**config.mk**
```make
export PLATFORM = sky130hd
export DESIGN_NAME = cache_miss_fill_ctrl
export DESIGN_NICKNAME = d
export VERILOG_FILES = /design/src/rtl/cache_miss_fill_ctrl.sv
export SDC_FILE = /design/constraint.sdc
export NUM_CORES = 1
export LEC_CHECK = 0
export BUFFER_PORTS_ARGS = -buffer_cell sky130_fd_sc_hd__buf_4
export CAP_MARGIN = 5
export CORE_MARGIN = 3
export CORE_UTILIZATION = 47
export CTS_BUF_LIST = sky130_fd_sc_hd__clkbuf_8
export CTS_CLUSTER_SIZE = 16
export DETAILED_ROUTE_END_ITERATION = 7
export PLACE_DENSITY = 0.73
export SETUP_SLACK_MARGIN = 0.02
export SYNTH_ARGS = -nofsm -noshare
export SYNTH_HDL_FRONTEND = slang
export SYNTH_SLANG_ARGS = --single-unit
```
**constraint.sdc**
```tcl
create_clock -name clock -period 2.3 [get_ports clock]
set_input_delay 0.46 -clock clock [delete_from_list [all_inputs] [get_ports clock]]
set_output_delay 0.46 -clock clock [all_outputs]
set_load 0.05 [all_outputs]
```
**src/rtl/cache_miss_fill_ctrl.sv**
```systemverilog
// -----------------------------------------------------------------------------
// cache_miss_fill_ctrl
//
// Purpose:
//   Per-thread cache miss handler. Each hardware thread owns a small FSM
//   (IDLE -> LOOKUP -> REQ -> WAIT -> FILL -> IDLE) that:
//     - asks the set-LRU for a victim way,
//     - sends a line request to main memory,
//     - waits for the tagged line response, which may arrive in any order,
//     - emits one fill beat. The same beat drives the LRU second-thread
//       update port.
//   The three shared ports (victim lookup, memory request and fill) each have
//   their own round-robin arbiter. The thread that was granted becomes the
//   lowest priority on the next cycle.
//
// Ports:
//   clock, reset            core clock (rising edge), async active-low reset
//   mt_mode                 single- or multi-threaded operation
//   miss_req/miss_addr      per-thread miss request and byte address
//   miss_busy/miss_done     per-thread FSM-not-idle flag, and a done pulse
//                           coincident with the thread's fill beat
//   victim_*                LRU victim lookup; victim_way is returned
//                           combinationally in the same cycle
//   mem_req_*               line request with valid/ready handshake
//   mem_rsp_*               tagged line response, no backpressure
//   fill_*                  fill beat / LRU update
//   rsp_err                 sticky flag: a response arrived for a thread that
//                           was not waiting for one
// -----------------------------------------------------------------------------

package cache_miss_fill_ctrl_pkg;

  typedef enum logic {
    SINGLE_THREADED = 1'b0,
    MULTI_THREADED  = 1'b1
  } multithreading_mode_t;

  typedef enum logic [2:0] {
    ST_IDLE   = 3'd0,
    ST_LOOKUP = 3'd1,
    ST_REQ    = 3'd2,
    ST_WAIT   = 3'd3,
    ST_FILL   = 3'd4
  } miss_state_t;

endpackage

module cache_miss_fill_ctrl
  import cache_miss_fill_ctrl_pkg::*;
#(
  parameter int NUM_SET      = 4,
  parameter int WAYS_PER_SET = 4,
  parameter int NUM_THREADS  = 2,
  parameter int ADDR_W       = 32,
  parameter int LINE_W       = 128,
  parameter int OFFSET_W     = 4,
  localparam int NUM_SET_W      = $clog2(NUM_SET),
  localparam int WAYS_PER_SET_W = $clog2(WAYS_PER_SET),
  localparam int THR_W          = $clog2(NUM_THREADS),
  localparam int TAG_W          = ADDR_W - OFFSET_W - NUM_SET_W
) (
  input  logic                          clock,
  input  logic                          reset,
  input  multithreading_mode_t          mt_mode,
  input  logic [NUM_THREADS-1:0]        miss_req,
  input  logic [NUM_THREADS*ADDR_W-1:0] miss_addr,
  output logic [NUM_THREADS-1:0]        miss_busy,
  output logic [NUM_THREADS-1:0]        miss_done,
  output logic                          victim_req,
  output logic [NUM_SET_W-1:0]          victim_set,
  output logic [THR_W-1:0]              victim_thread,
  input  logic [WAYS_PER_SET_W-1:0]     victim_way,
  output logic                          mem_req_valid,
  input  logic                          mem_req_ready,
  output logic [ADDR_W-1:0]             mem_req_addr,
  output logic [THR_W-1:0]              mem_req_thread,
  input  logic                          mem_rsp_valid,
  input  logic [THR_W-1:0]              mem_rsp_thread,
  input  logic [LINE_W-1:0]             mem_rsp_data,
  output logic                          fill_valid,
  output logic [NUM_SET_W-1:0]          fill_set,
  output logic [WAYS_PER_SET_W-1:0]     fill_way,
  output logic [THR_W-1:0]              fill_thread,
  output logic [TAG_W-1:0]              fill_tag,
  output logic [LINE_W-1:0]             fill_data,
  output logic                          rsp_err
);

  // Only the line address (byte address without the offset) is kept per thread.
  // Its low NUM_SET_W bits are the set index and the rest is the tag.
  localparam int LA_W = ADDR_W - OFFSET_W;

  // ---------------------------------------------------------------------------
  // Per-thread state
  // ---------------------------------------------------------------------------
  miss_state_t                r_state [NUM_THREADS];
  logic [LA_W-1:0]            r_laddr [NUM_THREADS];
  logic [WAYS_PER_SET_W-1:0]  r_way   [NUM_THREADS];
  logic [LINE_W-1:0]          r_line  [NUM_THREADS];

  // Round-robin pointers: each points at the thread with the highest priority.
  logic [THR_W-1:0]           r_vic_ptr;
  logic [THR_W-1:0]           r_mem_ptr;
  logic [THR_W-1:0]           r_fill_ptr;

  // While a memory request is stalled (valid && !ready), the grant is pinned
  // to the stalled thread so that addr and thread stay stable.
  logic                       r_mem_lock;
  logic [THR_W-1:0]           r_mem_lock_thr;

  logic                       r_rsp_err;

  // ---------------------------------------------------------------------------
  // Arbitration helpers
  // ---------------------------------------------------------------------------
  // Picks the first requester, starting at ptr and wrapping around. Doubling
  // the request vector turns the wrap into a plain right shift.
  function automatic logic [THR_W-1:0] rr_pick(input logic [NUM_THREADS-1:0] req,
                                                input logic [THR_W-1:0]       ptr);
    logic [2*NUM_THREADS-1:0] dbl;
    logic                     found;
    logic [THR_W-1:0]         pick;
    int                       idx;
    dbl   = {req, req} >> ptr;
    found = 1'b0;
    pick  = '0;
    for (int i = 0; i < NUM_THREADS; i++) begin
      if (!found && dbl[i]) begin
        found = 1'b1;
        idx   = (int'(ptr) + i) % NUM_THREADS;
        pick  = THR_W'(idx);
      end else begin
        pick  = pick;
      end
    end
    return pick;
  endfunction

  // Pointer value after granting g: the thread after g gets top priority.
  function automatic logic [THR_W-1:0] rr_next(input logic [THR_W-1:0] g);
    int nxt;
    nxt = (int'(g) + 1) % NUM_THREADS;
    return THR_W'(nxt);
  endfunction

  // ---------------------------------------------------------------------------
  // Request vectors and response matching
  // ---------------------------------------------------------------------------
  logic [NUM_THREADS-1:0] w_vic_reqs;
  logic [NUM_THREADS-1:0] w_mem_reqs;
  logic [NUM_THREADS-1:0] w_fill_reqs;
  logic                   w_rsp_hit;
  logic [NUM_THREADS-1:0] w_accept_mask;
  logic                   w_unused_low_bits;

  // Build the per-port request vectors, and find out whether the response
  // belongs to a thread that is waiting for it.
  always_comb begin
    w_vic_reqs        = '0;
    w_mem_reqs        = '0;
    w_fill_reqs       = '0;
    w_rsp_hit         = 1'b0;
    w_unused_low_bits = 1'b0;
    for (int t = 0; t < NUM_THREADS; t++) begin
      w_vic_reqs[t]     = (r_state[t] == ST_LOOKUP);
      w_mem_reqs[t]     = (r_state[t] == ST_REQ);
      w_fill_reqs[t]    = (r_state[t] == ST_FILL);
      w_unused_low_bits = w_unused_low_bits ^ (^miss_addr[t*ADDR_W +: OFFSET_W]);
      if (mem_rsp_valid && (mem_rsp_thread == THR_W'(t)) && (r_state[t] == ST_WAIT)) begin
        w_rsp_hit = 1'b1;
      end else begin
        w_rsp_hit = w_rsp_hit;
      end
    end
  end

  // In single-threaded mode only thread 0 may start a miss.
  assign w_accept_mask = (mt_mode == MULTI_THREADED) ? {NUM_THREADS{1'b1}}
                                                     : NUM_THREADS'(1'b1);

  // ---------------------------------------------------------------------------
  // Fill port: evaluated first, because it can hold off a victim lookup
  // ---------------------------------------------------------------------------
  logic                      w_fill_any;
  logic [THR_W-1:0]          w_fill_pick;
  logic [NUM_SET_W-1:0]      w_fill_set;

  assign w_fill_any  = |w_fill_reqs;
  assign w_fill_pick = rr_pick(w_fill_reqs, r_fill_ptr);
  assign w_fill_set  = r_laddr[w_fill_pick][NUM_SET_W-1:0];

  // ---------------------------------------------------------------------------
  // Victim port. When the winning lookup targets the same set as this cycle's
  // fill, the fill wins: the LRU for that set is being updated. The lookup
  // then retries next cycle, and its pointer does not move.
  // ---------------------------------------------------------------------------
  logic                      w_vic_pick_valid;
  logic [THR_W-1:0]          w_vic_pick;
  logic [NUM_SET_W-1:0]      w_vic_set;
  logic                      w_vic_grant;

  assign w_vic_pick_valid = |w_vic_reqs;
  assign w_vic_pick       = rr_pick(w_vic_reqs, r_vic_ptr);
  assign w_vic_set        = r_laddr[w_vic_pick][NUM_SET_W-1:0];
  assign w_vic_grant      = w_vic_pick_valid && !(w_fill_any && (w_fill_set == w_vic_set));

  // ---------------------------------------------------------------------------
  // Memory request port
  // ---------------------------------------------------------------------------
  logic                      w_mem_grant;
  logic [THR_W-1:0]          w_mem_pick;
  logic                      w_mem_fire;

  assign w_mem_grant = |w_mem_reqs;
  assign w_mem_pick  = r_mem_lock ? r_mem_lock_thr : rr_pick(w_mem_reqs, r_mem_ptr);
  assign w_mem_fire  = w_mem_grant && mem_req_ready;

  // ---------------------------------------------------------------------------
  // Per-thread FSMs, arbiter pointers, stall lock and sticky error
  // ---------------------------------------------------------------------------
  // Advance every thread FSM and update the shared arbitration state.
  always_ff @(posedge clock or negedge reset) begin
    if (!reset) begin
      for (int t = 0; t < NUM_THREADS; t++) begin
        r_state[t] <= ST_IDLE;
        r_laddr[t] <= '0;
        r_way[t]   <= '0;
        r_line[t]  <= '0;
      end
      r_vic_ptr      <= '0;
      r_mem_ptr      <= '0;
      r_fill_ptr     <= '0;
      r_mem_lock     <= 1'b0;
      r_mem_lock_thr <= '0;
      r_rsp_err      <= 1'b0;
    end else begin
      for (int t = 0; t < NUM_THREADS; t++) begin
        case (r_state[t])
          ST_IDLE: begin
            if (miss_req[t] && w_accept_mask[t]) begin
              r_laddr[t] <= miss_addr[t*ADDR_W + OFFSET_W +: LA_W];
              r_state[t] <= ST_LOOKUP;
            end
          end
          ST_LOOKUP: begin
            if (w_vic_grant && (w_vic_pick == THR_W'(t))) begin
              r_way[t]   <= victim_way;
              r_state[t] <= ST_REQ;
            end
          end
          ST_REQ: begin
            if (w_mem_fire && (w_mem_pick == THR_W'(t))) begin
              r_state[t] <= ST_WAIT;
            end
          end
          ST_WAIT: begin
            if (mem_rsp_valid && (mem_rsp_thread == THR_W'(t))) begin
              r_line[t]  <= mem_rsp_data;
              r_state[t] <= ST_FILL;
            end
          end
          ST_FILL: begin
            if (w_fill_any && (w_fill_pick == THR_W'(t))) begin
              r_state[t] <= ST_IDLE;
            end
          end
          default: begin
            r_state[t] <= ST_IDLE;
          end
        endcase
      end

      if (w_vic_grant) begin
        r_vic_ptr <= rr_next(w_vic_pick);
      end
      if (w_mem_fire) begin
        r_mem_ptr <= rr_next(w_mem_pick);
      end
      if (w_fill_any) begin
        r_fill_ptr <= rr_next(w_fill_pick);
      end

      r_mem_lock     <= w_mem_grant && !mem_req_ready;
      r_mem_lock_thr <= w_mem_pick;

      // A response nobody is waiting for is dropped; only the flag records it.
      if (mem_rsp_valid && !w_rsp_hit) begin
        r_rsp_err <= 1'b1;
      end
    end
  end

  // ---------------------------------------------------------------------------
  // Outputs: decoded from registered state and the arbiter picks. Data fields
  // are forced to zero when their strobe is low.
  // ---------------------------------------------------------------------------
  // Per-thread busy and done flags.
  always_comb begin
    miss_busy = '0;
    miss_done = '0;
    for (int t = 0; t < NUM_THREADS; t++) begin
      miss_busy[t] = (r_state[t] != ST_IDLE);
      miss_done[t] = w_fill_any && (w_fill_pick == THR_W'(t));
    end
  end

  assign victim_req     = w_vic_grant;
  assign victim_set     = w_vic_grant ? w_vic_set  : '0;
  assign victim_thread  = w_vic_grant ? w_vic_pick : '0;

  assign mem_req_valid  = w_mem_grant;
  assign mem_req_addr   = w_mem_grant ? {r_laddr[w_mem_pick], {OFFSET_W{1'b0}}} : '0;
  assign mem_req_thread = w_mem_grant ? w_mem_pick : '0;

  assign fill_valid     = w_fill_any;
  assign fill_set       = w_fill_any ? w_fill_set : '0;
  assign fill_way       = w_fill_any ? r_way[w_fill_pick] : '0;
  assign fill_thread    = w_fill_any ? w_fill_pick : '0;
  assign fill_tag       = w_fill_any ? r_laddr[w_fill_pick][LA_W-1 -: TAG_W] : '0;
  assign fill_data      = w_fill_any ? r_line[w_fill_pick] : '0;

  assign rsp_err        = r_rsp_err;

endmodule

```
## Word-level counts from Yosys, hierarchy flattened

Index checks and enable logic that the tools add are counted.
Widths: inputs -> output; s select.

- Register bits: 328
- Bits of input ports: 202
- Word-level logic and storage cells: 142

- Add/subtract/negate cells: 6
- $lt $le $gt $ge: 3
- Equal/unequal tests: 19
- Shift-type cells: 3
- Muxes and demuxes: 49
- Bitwise logic cells: 7
- Reductions and logical operators: 41

Operators by type and width:

| kind | count |
|---|---|
| $mux 128 | 4 |
| $mux 28 | 6 |
| $mux 32 | 1 |
| $mux 3 | 10 |
| $pmux 3 s5 | 2 |
| $mux 26 | 1 |
| $logic_and 1x1->1 | 20 |
| $mux 2 | 10 |
| $mux 1 | 15 |
| $eq 3x2->1 const B | 4 |
| $ne 2x1->1 const B | 6 |
| $reduce_and 2->1 | 6 |
| $shr 4x1->2 | 3 |
| $reduce_and 5->1 | 2 |
| $ne 2x2->1 const B | 4 |
| $add 1x1->1 const B | 6 |
| $eq 3x1->1 const B | 2 |
| $eq 3x3->1 const B | 2 |
| $ge 2x2->1 const B | 3 |
| $logic_not 1->1 | 6 |
| $logic_not 3->1 | 2 |
| $not 1->2 | 3 |
| $reduce_bool 3->1 | 2 |
| $reduce_or 2->1 | 3 |
| 2 further kinds | 5 |

## Logic depth before layout (Yosys ltp)

- Depth after elaboration: 17
- Depth in mapped cells: 7
- Depth with buffers taken out: 5

## Least setup slack after synthesis

No wires, ideal clock.

- Kind: flip-flop to output port
- From: register r_state[1] (netlist bit)
- To: output port victim_set[0]
- Arrival: 2276 ps
- Setup slack: -436 ps
- Cell stages (with the launch flop): 6
- Path buffers: 1
- Cell sequence: dfrtp_1 -> nor3b_2 -> a21oi_1 -> buf_2 -> o2bb2ai_1 -> nor3_1

- Cells in the longest elaborated chain, start to end: 15
- Elaborated cells on any way between the ends: 29
- Classes of those cells: 3 x eq/ne; 2 x shift; 13 x mux; 2 x bitwise; 9 x reduce/logical

RTL lines:

| element | RTL line | text |
|---|---|---|
| start: declaration | 96 | `miss_state_t r_state [NUM_THREADS];` |
| start signal: indexed assignment | 225 | `r_state[t] <= ST_IDLE;` |
| start signal: indexed assignment | 242 | `r_state[t] <= ST_LOOKUP;` |
| start signal: indexed assignment | 248 | `r_state[t] <= ST_REQ;` |
| $eq 3x3->1 or $eq 3x1->1 (tied branches) | 167, 165 |  |
| $shr 4x1->2 | 124 | `dbl = {req, req} >> ptr;` |
| $mux 1 | 128 | `if (!found && dbl[i]) begin` |
| $logic_not 1->1 | 128 |  |
| $logic_and 1x1->1 | 128 |  |
| $mux 1 | 128 |  |
| $not 1->2 (on tied branches) | 190, 204 |  |
| $mux 28 or $mux 2 (tied branches) (3 in series) | n/a |  |
| $eq 2x2->1 | 205 | `assign w_vic_grant = w_vic_pick_valid && !(w_fill_any && (w_fill_set == w_vic_set));` |
| $logic_and 1x1->1 | 205 |  |
| $logic_not 1->1 | 205 |  |
| $logic_and 1x1->1 | 205 |  |
| $mux 2 * | 308 | `assign victim_set = w_vic_grant ? w_vic_set : '0;` |
| end: declaration | 70 | `output logic [NUM_SET_W-1:0] victim_set,` |

Mark *: on every way between the ends. The rest lies on a longest branch, timed or not. The select of a mux whose other input is x is not followed.

## Worst setup path in the final report

- From: register r_state[3] (netlist bit)
- To: output port mem_req_addr[4]

- Cells in the longest elaborated chain, start to end: 12
- Elaborated cells on any way between the ends: 14
- Classes of those cells: 1 x eq/ne; 1 x shift; 8 x mux; 1 x bitwise; 3 x reduce/logical

RTL lines:

| element | RTL line | text |
|---|---|---|
| $eq 3x2->1 * | 166 | `w_mem_reqs[t] = (r_state[t] == ST_REQ);` |
| $shr 4x1->2 | 124 |  |
| $mux 1 | 128 |  |
| $logic_not 1->1 | 128 |  |
| $logic_and 1x1->1 | 128 |  |
| $mux 1 | 128 |  |
| $mux 1 | 215 | `assign w_mem_pick = r_mem_lock ? r_mem_lock_thr : rr_pick(w_mem_reqs, r_mem_ptr);` |
| $not 1->2 (implied by the code) | 312 | `assign mem_req_addr = w_mem_grant ? {r_laddr[w_mem_pick], {OFFSET_W{1'b0}}} : '0;` |
| $mux 28 (implied by the code) (3 in series) | 312 |  |
| $mux 32 * | 312 |  |
| end: declaration | 75 | `output logic [ADDR_W-1:0] mem_req_addr,` |

Marked as above.

==> metrics <==
status finished with violations; failing checks negative setup slack; Setup crit end kind output pin; Crit Reg-Reg Endpoint r_way[0]; Worst Setup Slack, final -0.6476 ns; # fillers 1827; R2R Path Start r_state[5]; CP required 1.84 ns; # clock sinks 328; via count of the first global-routing pass 11410; Tmin final 2.948 ns; DR WL met3 3292 um; I/O Buffers 392; Hold Path Depth 2; CP Depth 8; gr ovfl total 0; main flop type after synthesis dfrtp_1; Post-Syn Area 14440 um2; routed len/inst 22.61 um; Min Hold Slack 0.08271 ns; VDD IR max 0.7750 mV; Routed Antenna Nets 0; Highest Signal Layer met4; sw frac 38.82%; layout cell share with drive strength beyond 1 71.46%; Post-Synth XOR/XNOR Area 0.1213%; Final period util 128.2%; Syn Area/Cell 13.66 um2; Post-synth top cells dfrtp_1, mux2_2, a22o_1; overall routed net length 44500 um; initial DRC count 473; slowest cell on the critical path dfrtp_1; storage element area 8208 um2; max_cap viols 0; met2 wire length 22460 um; largest stage delay on the critical path 0.39 ns; Finished Layout Cells 1968; synth warn 0; clk_lat worst skew 0.57 ns; Setup crit start r_state[3]; CTS tree built; Syn-to-layout area delta 56.90%; Reg2Reg Setup Slack 0.09 ns; Int Power 0.01724 W; CTS buffer count 53; critical path peak fanout 13; Layout Skew 0.01204 ns; part of the Yosys area used for sequential elements 56.85%; Combinational Power Share 45.5%; final layout net count 1745; CP Data Arrival Time 2.49 ns; synthesized flop and latch total 328; adder-cell share of the synthesized area 0%; # setup viols final 197; Post-synth EDFFs 0; worst hold path type primary input to flop; LEAKAGE 10.47 nW; largest net degree at the start of global routing 74; area fraction in compound gates after synthesis 11.56%; Placed Instances 1826; CP Buf/Inv Count 4; Slew Viols, Final 0; Clock power frac 16.3%; Setup Total Neg Slack -111.49 ns; Via density 5.622; maximum clock insertion buffer count 3; Synth top area share 56.85%; CTS HTree Levels 2; Tot GR Track Use 24.21%; Total Power 0.02819 W; pwr dens 1244 nW/um2; core area 29950 um2; Flop pwr share 38.1%; startpoint types flop; # DRC 0; Site Rows 63; Reg clk slew, reported paths 0.06 ns; CP endpoint mem_req_addr[4]; die area 32860 um2; NetSw 0.01094 W; WS Path Type flop to output pin; Die Width 181.3 um; first-pass GRT wire length 64070 um; routed via count 11060; Yosys top cell by area dfrtp_1; Die Y 181.3 um; delay-heaviest family, CP buffers and inverters; initial antenna violation count 1; worst slew pin tran 0.6452 ns; top cells by area, synth dfrtp_1, mux2_2, a22o_1, buf_2, nand2_1; post-synthesis mux area share 25.00%; largest family of logic cells by synthesized area multiplexers; most frequent CP cell buf_4; multi-input logic area 7208 um2; I/O pin cnt 405; Detailed Place HPWL 27330 um; gpl congestion 0.8139; ys async rst share 100.0%; CTS Root Buffer Type clkbuf_8; Post-Synth Simple-Gate Area 3.380%; 1st-pass router iterations 5; RSZ-0062 raised after global routing yes; max_slew headroom 56.99%; Initial Utilization 48.20%; top-count cell post-synth dfrtp_1; final hold viol count 0; r2r worst-path depth 8; Synth cell types 46; DRT met1 WL 17120 um; crit-path cells buf_4, nor4b_4, o31a_1, buf_4, buf_8, nand2_1, a21oi_4, buf_6; Max Clock Freq 0.3393 GHz; Gate Count Post-Synth 1057
[cells by family after synthesis]
family                 Yosys count
flip-flops                     328
multiplexers                   321
AO/OA/AOI/OAI                  207
AND/OR/NAND/NOR                107
buffers and inverters           91
XOR/XNOR                         2
other                            1
[sequential cells by signal (all words and copies together) (netlist names)]
name,cells
r_fill_ptr,1
r_laddr,56
r_line,256
r_mem_lock,1
r_mem_lock_thr,1
r_mem_ptr,1
r_state,6
r_vic_ptr,1
r_way,4
rsp_err,1
[layer usage]
metal  vias up  GRT usage [%]
met5         -              0
met4         0          8.531
met3        98          7.469
met2       403          40.26
met1      5667          30.03
li1       4896              -
[power groups by stage]
| stage | Sequential (W) | Clock [W] | Combinational [W] |
|---|---|---|---|
| floorplan | 0.00990 | 0 | 0.00807 |
| global placement | 0.0101 | 0 | 0.0107 |
| detailed placement | 0.0104 | 0 | 0.0109 |
| CTS | 0.0103 | 0.00469 | 0.0117 |
| global route | 0.0111 | 0.00499 | 0.0135 |
| finish | 0.0108 | 0.00460 | 0.0128 |
[per-stage QoR]
stage / utilization [%] / setup slack [ns] / area (um2)
floorplan: - / -0.1121 / 15000
global placement: 63.20 / -0.02978 / 18930
detailed placement: 63.20 / -0.04397 / 18930
CTS: 69.55 / -0.6189 / 20830
global route: 75.63 / -0.7310 / 22650
finish: 75.63 / -0.6476 / 22650
[cell usage in the layout (no fill, tap or decap), drive strengths merged, types with 2 or more instances in the layout]
cell        n
xnor2       2
a22o      155
a22oi       2
a21oi      34
nor3        3
nand2      68
clkinvlp    2
nor2b       2
nor3b       3
nor2       15
o21a        2
clkbuf     75
or4b        2
nand2b      2
inv        32
mux2i       4
clkinv      2
nand3       5
conb        4
or3b        2
dfrtp     328
o2bb2ai     2
buf       495
mux2      317
o21ai       4
[worst min path at each step]
stage	slack (ns)	from	to
global route	0.06	mem_req_ready	r_mem_lock
global placement	0.46	reset	r_line[244]
floorplan	0.16	reset	r_fill_ptr
detailed placement	0.47	reset	r_line[244]
CTS	0.05	mem_req_ready	r_mem_lock
finish	0.08	mem_req_ready	r_mem_lock
[cell type report]
type	instances	share of cell area, %
Clock inverter	29	0.5247
Inverter	7	0.1270
Antenna cell	1	0.01105
Sequential cell	328	36.23
Multi-Input combinational cell	642	31.82
Timing Repair Buffer	511	25.49
Clock buffer	60	3.645
Tap cell	390	2.154
[repair_timing]
action / in CTS / in global routing
gates cloned: 5 / 19
hold endpoints to repair: 61 / 0
buffers inserted: 11 / 20
gates resized for setup: 176 / 282
pin swaps: 7 / 74
hold buffers: 1 / 0
endpoints found under the setup margin: 197 / 197
(Power assumes the default switching activity.)
